`config.mk`:
```
export PLATFORM = sky130hd
export DESIGN_NAME = pwm_array
export DESIGN_NICKNAME = d
export VERILOG_FILES = /design/src/rtl/pwm_pkg.sv /design/src/rtl/pwm_timebase.sv /design/src/rtl/pwm_array.sv
export SDC_FILE = /design/constraint.sdc
export NUM_CORES = 1
export LEC_CHECK = 0
export BUFFER_PORTS_ARGS = -buffer_cell sky130_fd_sc_hd__clkbuf_2
export CAP_MARGIN = 20
export CORE_ASPECT_RATIO = 0.6
export CORE_MARGIN = 2
export CORE_UTILIZATION = 55
export DETAILED_ROUTE_END_ITERATION = 7
export HOLD_SLACK_MARGIN = 0.02
export PLACE_DENSITY = 0.72
export SYNTH_ARGS = -nofsm -noshare
export SYNTH_HDL_FRONTEND = slang
export SYNTH_SLANG_ARGS = --single-unit
```
`constraint.sdc`:
```
create_clock -name clk -period 3.7 [get_ports clk]
set_clock_uncertainty 0.15 [all_clocks]
set_input_delay 0.185 -clock clk [delete_from_list [all_inputs] [get_ports clk]]
set_output_delay 0.185 -clock clk [all_outputs]
set_load 0.005 [all_outputs]
```
`src/rtl/pwm_pkg.sv`:
```
// Shared register map, control-bit indices and counter direction for the PWM array.
package pwm_pkg;

   localparam int unsigned ADDR_PERIOD = 0;
   localparam int unsigned ADDR_PRESC  = 1;
   localparam int unsigned ADDR_CTRL   = 2;
   localparam int unsigned ADDR_POL    = 3;
   localparam int unsigned ADDR_DUTY0  = 4;

   localparam int unsigned CTRL_EN     = 0;
   localparam int unsigned CTRL_CENTER = 1;

   typedef enum logic {
      DIR_UP   = 1'b0,
      DIR_DOWN = 1'b1
   } dir_e;

endpackage

```
`src/rtl/pwm_timebase.sv`:
```
// Shared PWM timebase: prescaler, edge/centre up-down counter and period boundary detect.
module pwm_timebase
   import pwm_pkg::*;
#(
   parameter int unsigned CNT_W = 16
) (
   input  logic             clk,
   input  logic             reset_n,
   input  logic             en,
   input  logic [CNT_W-1:0] period,
   input  logic [CNT_W-1:0] presc,
   input  logic             center,
   output logic [CNT_W-1:0] cnt,
   output logic             tick,
   output logic             boundary
);

   logic [CNT_W-1:0] psc_cnt;
   logic [CNT_W-1:0] cnt_nxt;
   dir_e             dir;
   dir_e             dir_nxt;

   // >= rather than == keeps the counters bounded if a limit shrinks under them
   assign tick = en && (psc_cnt >= presc);

   // next count, direction and boundary for the current tick
   always_comb begin
      cnt_nxt  = cnt;
      dir_nxt  = dir;
      boundary = 1'b0;
      if (tick) begin
         if (!center) begin
            if (cnt >= period) begin
               cnt_nxt  = '0;
               boundary = 1'b1;
            end else begin
               cnt_nxt = cnt + CNT_W'(1);
            end
         end else if (period == '0) begin
            cnt_nxt  = '0;
            dir_nxt  = DIR_UP;
            boundary = 1'b1;
         end else if ((dir == DIR_UP) && (cnt < period)) begin
            cnt_nxt = cnt + CNT_W'(1);
         end else begin
            cnt_nxt = cnt - CNT_W'(1);
            if (cnt_nxt == '0) begin
               boundary = 1'b1;
               dir_nxt  = DIR_UP;
            end else begin
               dir_nxt = DIR_DOWN;
            end
         end
      end
   end

   always_ff @(posedge clk or negedge reset_n) begin
      if (!reset_n) begin
         psc_cnt <= '0;
         cnt     <= '0;
         dir     <= DIR_UP;
      end else if (!en) begin
         psc_cnt <= '0;
         cnt     <= '0;
         dir     <= DIR_UP;
      end else begin
         psc_cnt <= tick ? '0 : psc_cnt + CNT_W'(1);
         cnt     <= cnt_nxt;
         dir     <= dir_nxt;
      end
   end

endmodule

```
`src/rtl/pwm_array.sv`:
```
// Multi-channel PWM generator with shadowed registers reloaded at period boundaries.
module pwm_array
   import pwm_pkg::*;
#(
   parameter int unsigned NCH   = 4,
   parameter int unsigned CNT_W = 16,
   parameter int unsigned AW    = 5
) (
   input  logic             clk,
   input  logic             reset_n,
   input  logic             wr_en,
   input  logic [AW-1:0]    wr_addr,
   input  logic [CNT_W-1:0] wr_data,
   input  logic [AW-1:0]    rd_addr,
   output logic [CNT_W-1:0] rd_data,
   output logic [NCH-1:0]   pwm_out,
   output logic             period_tick
);

   logic [CNT_W-1:0] sh_period, sh_presc, act_period, act_presc;
   logic             sh_en, sh_center, act_center;
   logic [NCH-1:0]   sh_pol, act_pol;
   logic [CNT_W-1:0] sh_duty  [NCH];
   logic [CNT_W-1:0] act_duty [NCH];
   logic [CNT_W-1:0] cnt;
   logic             tick, boundary;
   logic [NCH-1:0]   cmp_c;

   // Shadow registers take bus writes; active copies follow them while idle, else at period_tick
   always_ff @(posedge clk or negedge reset_n) begin
      if (!reset_n) begin
         sh_period  <= '0;
         sh_presc   <= '0;
         sh_en      <= 1'b0;
         sh_center  <= 1'b0;
         sh_pol     <= '0;
         act_period <= '0;
         act_presc  <= '0;
         act_center <= 1'b0;
         act_pol    <= '0;
         for (int unsigned i = 0; i < NCH; i++) begin
            sh_duty[i]  <= '0;
            act_duty[i] <= '0;
         end
      end else begin
         if (!sh_en || period_tick) begin
            act_period <= sh_period;
            act_presc  <= sh_presc;
            act_center <= sh_center;
            act_pol    <= sh_pol;
            for (int unsigned i = 0; i < NCH; i++) begin
               act_duty[i] <= sh_duty[i];
            end
         end
         if (wr_en) begin
            case (wr_addr)
               AW'(ADDR_PERIOD): sh_period <= wr_data;
               AW'(ADDR_PRESC):  sh_presc  <= wr_data;
               AW'(ADDR_CTRL): begin
                  sh_en     <= wr_data[CTRL_EN];
                  sh_center <= wr_data[CTRL_CENTER];
               end
               AW'(ADDR_POL):    sh_pol    <= NCH'(wr_data);
               default: ;
            endcase
            for (int unsigned i = 0; i < NCH; i++) begin
               if (wr_addr == AW'(ADDR_DUTY0 + i)) begin
                  sh_duty[i] <= wr_data;
               end
            end
         end
      end
   end

   always_comb begin
      rd_data = '0;
      case (rd_addr)
         AW'(ADDR_PERIOD): rd_data = sh_period;
         AW'(ADDR_PRESC):  rd_data = sh_presc;
         AW'(ADDR_CTRL): begin
            rd_data[CTRL_EN]     = sh_en;
            rd_data[CTRL_CENTER] = sh_center;
         end
         AW'(ADDR_POL):    rd_data = CNT_W'(sh_pol);
         default: ;
      endcase
      for (int unsigned i = 0; i < NCH; i++) begin
         if (rd_addr == AW'(ADDR_DUTY0 + i)) begin
            rd_data = sh_duty[i];
         end
      end
   end

   pwm_timebase #(
      .CNT_W (CNT_W)
   ) u_timebase (
      .clk      (clk),
      .reset_n  (reset_n),
      .en       (sh_en),
      .period   (act_period),
      .presc    (act_presc),
      .center   (act_center),
      .cnt      (cnt),
      .tick     (tick),
      .boundary (boundary)
   );

   for (genvar g = 0; g < NCH; g++) begin : g_ch
      assign cmp_c[g] = (cnt < act_duty[g]) ^ act_pol[g];
   end

   // Disabled channels park at their shadow polarity (inactive level)
   always_ff @(posedge clk or negedge reset_n) begin
      if (!reset_n) begin
         pwm_out     <= '0;
         period_tick <= 1'b0;
      end else if (!sh_en) begin
         pwm_out     <= sh_pol;
         period_tick <= 1'b0;
      end else begin
         pwm_out     <= cmp_c;
         period_tick <= tick & boundary;
      end
   end

endmodule

```
[Word-level counts from Yosys, hierarchy flattened]
Cells that the tools add are included.
Operators by class
  add/subtract/negate cells: 3
  magnitude comparators: 7
  equality and inequality tests: 17
  muxes and demuxes: 28
  bitwise operators: 6
  reductions and logical operators: 17
Operators by type and width (count)
  $mux 16: 12
  $lt 16x16->1: 5
  $pmux 14 s3: 1
  $eq 5x3->1 const B: 8
  $add 16x1->16 const B: 2
  $ge 16x16->1: 2
  $logic_not 16->1: 2
  $eq 5x2->1 const B: 4
  $reduce_and 2->1: 8
  $sub 16x1->16 const B: 1
  $mux 1: 13
  $eq 5x1->1 const B: 2
  $logic_not 5->1: 2
  $pmux 2 s4: 1
  $mux 4: 1
  $ne 2x1->1 const B: 2
  $xor 1x1->1: 4
  $ne 3x2->1 const B: 1
  $reduce_and 3->1: 1
  $logic_and 1x1->1: 2
  $and 1x1->1: 1
  $logic_not 1->1: 1
  $logic_or 1x1->1: 1
  $not 1->1: 1
Storage, ports and cells
  register bits: 241
  input bits: 29
  output and inout port bits: 21

[Longest topological paths before layout]
Gate-level depths: netlist (run 1).
  depth in word-level cells: 9
  depth in mapped cells: 12

[By module]
Synthesis (run 1) repeated with hierarchy kept, for this count alone.
Second synthesis, totals
  cells, all modules: 1234
  area, all modules: 13828.3 µm²
Modules (own cells, without submodules)
  pwm_array: instances 1, cells each 825, area an instance 10542.6 µm²
  pwm_timebase: instances 1, cells each 409, area an instance 3285.7 µm²

[Worst setup path before layout (run 1)]
Ideal clock, no wire load.
  kind: register -> register
  start point: reg u_timebase.cnt[0]
  end point: reg u_timebase.cnt[8]
  library setup time: 0.069 ns
  arrival time: 2.708 ns
  data required time: 3.481 ns
  slack: 0.772 ns
  cell stages (with the launch flop): 12
  path buffers: 2
  clock period less this slack: 2.928 ns
  path through: dfrtp_1 -> clkbuf_1 -> inv_1 -> ha_1 -> or3b_1 -> o2111ai_1 -> a21oi_1 -> o41ai_2 -> nand3b_2 -> buf_2 -> or3_1 -> nand3_1
Between the ends
  longest elaborated chain between the ends: 7
  elaborated cells on any way between the ends: 11
  classes of those cells: add/sub: 2; order compare: 2; mux: 6; reduce/logical: 1
Ends and longest elaborated chain
  start, declared: line pwm_timebase.sv:13  | output logic [CNT_W-1:0] cnt,
  start signal, assigned: line pwm_timebase.sv:68  | cnt <= cnt_nxt;
  $lt 16x16->1: line pwm_timebase.sv:43  | end else if ((dir == DIR_UP) && (cnt < period)) begin
  $logic_and 1x1->1: line pwm_timebase.sv:43
  $mux 16: line pwm_timebase.sv:43
  $mux 16: line pwm_timebase.sv:39  | end else if (period == '0) begin
  $mux 16 *: line pwm_timebase.sv:32  | if (!center) begin
  $mux 16 *: line pwm_timebase.sv:31  | if (tick) begin
  $mux 16 *: line pwm_timebase.sv:62  | end else if (!en) begin
Mark *: on every way between the ends. The rest lies on a longest branch, timed or not. The select of a mux whose other input is x is not followed.
A chain may end at the register's enable or synchronous reset.

[Worst setup path after layout (run 1)]
  start point: reg u_timebase.cnt[1]
  end point: reg u_timebase.cnt[4]
The elaborated chain is that of the path after synthesis.

==> impl_metrics.csv, run 1 <==
group,metric,value,unit
synth,yosys-top-cells-area,"dfrtp_1, mux2_2, ha_1",
setup_path,start_kind,"register",
setup_path,critPathArrivalTime,3.41,ns
timing,max_freq,322.8,MHz
setup_path,path_class,"register to register",
cells_and_area,multiInputGateArea,6243,um^2
job,cap_viol_max_count,0,
synth,synth_top_cell_by_area,"dfrtp_1",
timing,slew_headroom,29.54,%
detailed_routing,wirelength,37480,um
placement,gp_congestion,0.8869,
synth,syn-num-nets,1395,
synth,synth_cell_types,66,
grt,grt_pass1_wl,58780,um
cts,cts-resized-gates,0,
timing,setup_viol,0,
cells_and_area,drive_above_1_share,19.19,%
power,vdd_ir_drop_max,0.4417,mV
grt,grt.total_usage,31.22,%
cts,post_cts_buffers,0,
cts,clockBufferDepth,3,
timing,hold_viol,0,
detailed_routing,routed_via_density,6.066,
synth,yosys_warnings,0,
cts,h-tree-depth,1,
synth,synth.avg_cell_area,10.15,um^2
grt,grt_overflow,0,
floorplanning,num_io_pins,50,
grt,grt_max_degree,98,
detailed_routing,drtPass1Iterations,5,
setup_path,cp-end-kind,"register",
synth,synth_edf_count,0,
timing,min_period,3.098,ns
synth,yosysMostFrequentCell,"dfrtp_1",
floorplanning,die_y,122.6,um
grt,antenna_found_initial,0,
floorplanning,dieArea,24710,um^2
floorplanning,die_x,201.6,um
placement,placed_cells,1613,
synth,syn_inst,1270,
floorplanning,rows,43,
synth,synth_common_cells,"dfrtp_1, nand2_1, o21ai_0",
cts,cts.reportedPaths.clkPinSlew,0.07,ns
timing,finalSetupTns,0,ns
cts,cts_buffers,24,
floorplanning,design.core.area,23030,um^2
power,finalPower,0.008029,W
grt,grt_pass1_vias,9896,
setup_path,r2r_setup_slack,0.60,ns
detailed_routing,ant_nets,0,
min_path,min_path_type,"input pin to register",
synth,yosys_register_bits,241,
synth,ys_async_sr_fraction,100.0,%
cells_and_area,antennaDiodeCount,0,
placement,io_buffers,49,
cells_and_area,area_growth,14.05,%
cells_and_area,final-seq-area,6031,um^2
timing,setup_ws,0.6022,ns
cts,cts_tree,"done",
detailed_routing,first_iter_violations,1093,
cts,cts.sinks,241,
timing,rsz0062_at_grt,"no",
synth,synth_top_area_share,46.80,%
placement,dp_hpwl,26740,um
power,power_per_cell_area,546.3,nW/um^2
synth,yosysSeqAreaShare,46.80,%
cells_and_area,fin_cells,1675,
setup_path,cp_max_fo,20,
detailed_routing,wire_per_inst,22.37,um
cells_and_area,n_fill_cell,1857,
detailed_routing,drc,0,
setup_path,required,4.01,ns
timing,worstMarginPinSlew,1.049,ns
cts,cts_root_buf,"clkbuf_16",
status,status,"completed",
timing,period_share,83.72,%
synth,synth_area,12890,um^2
timing,slew_violations,0,
placement,post-place-ws,0.6840,ns
synth,synth_ff_type,"dfrtp_1",
detailed_routing,vias,10160,
cells_and_area,nNetsFinal,1467,
cts,insertion_delay,0.54,ns
floorplanning,start_util,55.96,%
power,leakagePower,7.082,nW
cts,ctsHoldBuffers,18,
cell type report:
type / instances / area share, %
Multi-Input combinational cell: 867 / 42.48
Sequential cell: 241 / 41.04
Timing Repair Buffer: 105 / 5.244
Clock buffer: 33 / 4.657
Tap cell: 315 / 2.682
Inverter: 103 / 2.631
Clock inverter: 11 / 1.269
metrics by stage:
| stage | hold WS, ns | area, um^2 | util (%) |
|---|---|---|---|
| 2_1_floorplan | -0.2606 | 12890 | - |
| 3_3_place_gp | 0.1216 | 13650 | 59.26 |
| 3_5_place_dp | 0.1271 | 13650 | 59.26 |
| 4_1_cts | 0.02892 | 14700 | 63.82 |
| 5_1_grt | 0.05933 | 14700 | 63.82 |
| 6_report | 0.03612 | 14700 | 63.82 |
power breakdown:
part | internal, W | leakage, nW | total [W] | switching (W)
Sequential | 0.00318 | 3.12 | 0.00352 | 0.000345
Combinational | 0.000711 | 3.53 | 0.00183 | 0.00111
Clock | 0.00159 | 0.424 | 0.00268 | 0.00109
Total | 0.00548 | 7.08 | 0.00803 | 0.00255
path summary, 6_finish.rpt:
kind,startpoint,end,cells after the start
worst max-delay path,u_timebase.cnt[1],u_timebase.cnt[4],9
worst min-delay path,wr_addr[1],sh_duty[18],4
worst max register to register,u_timebase.cnt[1],u_timebase.cnt[4],9
worst min register to register,sh_duty[50],act_duty[50],2
max in group asynchronous,reset_n,u_timebase.cnt[7],3
min in group asynchronous,reset_n,pwm_out[1],2
placed cells by master (no fill, tap or decap), drive strengths merged, types with 19 or more instances in the layout:
cell type / instances
nor2: 51
nor3: 19
ha: 96
o21ai: 133
inv: 103
buf: 39
nand2: 132
clkbuf: 81
nand4: 26
dfrtp: 241
mux2: 122
a21oi: 55
a21o: 20
nand3: 36
state kept, by name (all words and copies together) (netlist names), 4 cells and up:
signal,count
act_duty,64
sh_duty,64
act_period,16
act_presc,16
sh_period,16
sh_presc,16
u_timebase.cnt,16
u_timebase.psc_cnt,16
act_pol,4
pwm_out,4
sh_pol,4
per-layer routing:
layer | wire [um] | track usage, % | up-vias
met5 | 45 | 1.389 | -
li1 | - | - | 4622
met1 | 17410 | 48.81 | 4976
met3 | 4210 | 7.249 | 58
met2 | 14880 | 43.41 | 502
met4 | 925 | 7.261 | 2
kinds of logic after synthesis:
kind of cell	after synthesis	synth area share (%)
simple gates	349	13.38
compound gates	266	12.11
flops	241	46.80
buf+inv	162	4.865
mux	140	12.44
fa+ha+maj	96	9.321
xor+xnor	16	1.088
worst max-delay path, stage by stage (launching register included):
cell,delay [ns]
dfrtp_1,0.71
ha_1,0.36
nor2b_1,0.14
o211ai_1,0.20
a21oi_2,0.10
o41ai_2,0.37
buf_12,0.24
mux2_2,0.36
or3_1,0.31
nand3_1,0.09
Power figures use the tool's default switching activity.
==> run 2: changes to the inputs <==
Settings changed: ABC_AREA from default to 1, PLACE_DENSITY 0.72 to 0.75.
Clock period 3.7 ns to 2.6 ns, I/O delays scaled along.
==> impl_metrics.csv, run 2 <==
group,metric,value,unit
placement,gp_congestion,0.9528,
power,leakagePower,7.611,nW
grt,antenna_found_initial,1,
power,p_clk_share,31.5,%
timing,setup_viol,0,
status,status,"completed",
timing,slew_violations,0,
setup_path,max_stage_delay,0.48,ns
synth,synth.avg_cell_area,8.074,um^2
cells_and_area,fin_util,64.55,%
cells_and_area,final_cell_mix,"nand2_1, dfrtp_1, o21ai_0",
floorplanning,dieArea,24970,um^2
setup_path,crit_family,"simple AND/OR/NAND/NOR gates",
synth,synth_area,13020,um^2
setup_path,path_buf_inv,2,
floorplanning,start_util,56.16,%
grt,grt_max_degree,82,
synth,yosysMostFrequentCell,"nand2_1",
grt,grt_overflow,0,
setup_path,slowest_stage,"nor3_1",
setup_path,path_class,"register to register",
grt,grt.total_usage,33.57,%
min_path,min_path_type,"input pin to async pin",
cells_and_area,drive_above_1_share,11.18,%
synth,syn_inst,1613,
power,vdd_ir_drop_max,0.5596,mV
synth,synth_common_cells,"nand2_1, dfrtp_1, o21ai_0",
detailed_routing,wire_per_inst,19.74,um
cells_and_area,final_common_cell,"nand2_1",
setup_path,cp-end-kind,"register",
floorplanning,rows,43,
cts,cts_buffers,23,
timing,period_share,94.39,%
cells_and_area,n_fill_cell,1908,
power,p_sw,0.003830,W
detailed_routing,vias,11640,
placement,io_buffers,49,
synth,ys_async_sr_fraction,100.0,%
detailed_routing,drtPass1Iterations,6,
setup_path,cp_common_cell,"nand2_1",
synth,synth_ff_type,"dfrtp_1",
synth,synth_top_area_share,46.31,%
job,cap_viol_max_count,0,
detailed_routing,ant_nets,0,
power,seq_power_share,44.1,%
cts,cts.reportedPaths.clkPinSlew,0.08,ns
synth,yosys_warnings,0,
grt,grt_pass1_vias,10900,
detailed_routing,drc,0,
detailed_routing,wirelength,40310,um
setup_path,start_kind,"register",
placement,dp_hpwl,29330,um
timing,slew_headroom,55.79,%
power,power_per_cell_area,750.3,nW/um^2
timing,worstMarginPinSlew,0.6631,ns
power,p_comb_share,24.4,%
power,netSwitchingFraction,34.10,%
setup_path,cp_max_fo,7,
synth,yosys_register_bits,241,
cts,insertion_delay,0.54,ns
setup_path,critPathArrivalTime,2.72,ns
synth,yosysSeqAreaShare,46.31,%
cts,clockBufferDepth,3,
floorplanning,die_x,202.7,um
power,power.internal,0.007401,W
cts,h-tree-depth,1,
timing,min_period,2.454,ns
setup_path,required,2.87,ns
floorplanning,num_io_pins,50,
placement,post-place-ws,-0.05554,ns
cells_and_area,antennaDiodeCount,0,
detailed_routing,routed_via_density,5.700,
floorplanning,die_y,123.2,um
detailed_routing,first_iter_violations,1366,
timing,max_freq,407.5,MHz
setup_path,cp_cell_sequence,"buf_4, ha_1, nand2_1, inv_1, nand3_1, nor3_1, o21ai_0, nand2_1, nand2_1, nand3_1, nand2_1",
timing,rsz0062_at_grt,"no",
cells_and_area,nNetsFinal,1837,
timing,hold_viol,0,
synth,synth_edf_count,0,
synth,synth_top_cell_by_area,"dfrtp_1",
timing,setup_ws,0.1459,ns
cts,cts_root_buf,"clkbuf_16",
floorplanning,design.core.area,23190,um^2
cells_and_area,largest_registers,"act_duty x64, sh_duty x64",
synth,yosys-top-cells-area,"dfrtp_1, nand2_1, ha_1",
synth,synth_cell_types,38,
cts,post_cts_buffers,0,
synth,syn-num-nets,1738,
grt,grt_pass1_wl,62650,um
cts,cts_tree,"done",
cts,cts.sinks,241,
cells_and_area,area_growth,14.93,%
-- run 2: changes by cell type in the layout (fill, tap and decap cells not counted), sizes merged, moves of 30 or more --
cell,before,now
mux2,122,1
nor2,51,81
o21ai,133,244
nand2,132,458
nand3,36,77
inv,103,195
-- run 2: worst reg2reg max path, delay by kind of cell, from the launching register on --
kind / cells / cell delay, ns
flops: 1 / 0.43
compound gates: 1 / 0.24
fa+ha+maj: 1 / 0.30
simple gates: 7 / 0.95
buf+inv: 2 / 0.27
-- run 2: cell families after synthesis --
logic type / Yosys count / synth area share [%]
AO/OA/AOI/OAI: 336 / 13.68
XOR/XNOR: 16 / 1.076
adder cells (fa/ha/maj): 96 / 9.223
buffers and inverters: 253 / 7.609
flip-flops: 241 / 46.31
multiplexers: 1 / 0.08646
AND/OR/NAND/NOR: 670 / 22.02
-- run 2: layout make-up --
cell class	count	area [um^2]	share of cell area [%]
clock buffers	33	683.2	4.564
clock inverters	7	93.84	0.6269
inverters	195	735.7	4.915
multi-input cells	1119	6027	40.27
flip-flops and latches	241	6031	40.29
well taps	315	394.1	2.633
repair buffers	132	1003	6.704
-- run 2: per-stage QoR --
| step | hold WS [ns] | setup TNS (ns) | total power (W) | instance area, um^2 | instances |
|---|---|---|---|---|---|
| 4_1_cts | 0.06400 | 0 | 0.01114 | 14940 | 2042 |
| 6_report | 0.02680 | 0 | 0.01123 | 14970 | 2042 |
| 2_1_floorplan | -0.3156 | 0 | 0.006553 | 13020 | 1613 |
| 5_1_grt | 0.08557 | 0 | 0.01183 | 14970 | 2042 |
| 3_3_place_gp | 0.01952 | 0 | 0.007479 | 13910 | 1977 |
| 3_5_place_dp | 0.01713 | -0.1798 | 0.007582 | 13910 | 1977 |
-- run 2: power by group through the flow --
stage          Clock (W)  Combinational (W)  Sequential (W)
6_report         0.00354            0.00274         0.00495
5_1_grt          0.00371            0.00310         0.00502
4_1_cts          0.00355            0.00267         0.00492
3_5_place_dp           0            0.00260         0.00499
3_3_place_gp           0            0.00252         0.00496
2_1_floorplan          0            0.00172         0.00483
-- run 2: per-layer routing --
metal	up-vias	GRT usage, %	share of wire, %
met1	5411	50.90	45
li1	5469	-	-
met3	75	13.15	16
met2	682	44.69	38
met5	-	1.786	0.022
met4	2	7.026	2.0
-- run 2: path summary, 6_finish.rpt --
path | start | to | slack (ns) | depth (start not counted)
setup / recovery | u_timebase.cnt[14] | pwm_out[0] | 0.15 | 11
hold / removal | reset_n | act_duty[24] | 0.03 | 2
setup reg to reg | u_timebase.cnt[14] | pwm_out[0] | 0.15 | 11
hold reg to reg | u_timebase.psc_cnt[0] | u_timebase.psc_cnt[0] | 0.35 | 1
max in group asynchronous | reset_n | sh_presc[3] | 1.47 | 3
min in group clk | wr_data[14] | sh_presc[14] | 0.35 | 4
-- run 2: what timing repair did --
item,4_1_cts,5_1_grt
endpoints found under the setup margin,9,14
hold buffers,25,0
cloned,0,0
gates resized for setup,1,7
endpoints found under the hold margin,343,0
pin swaps,0,0
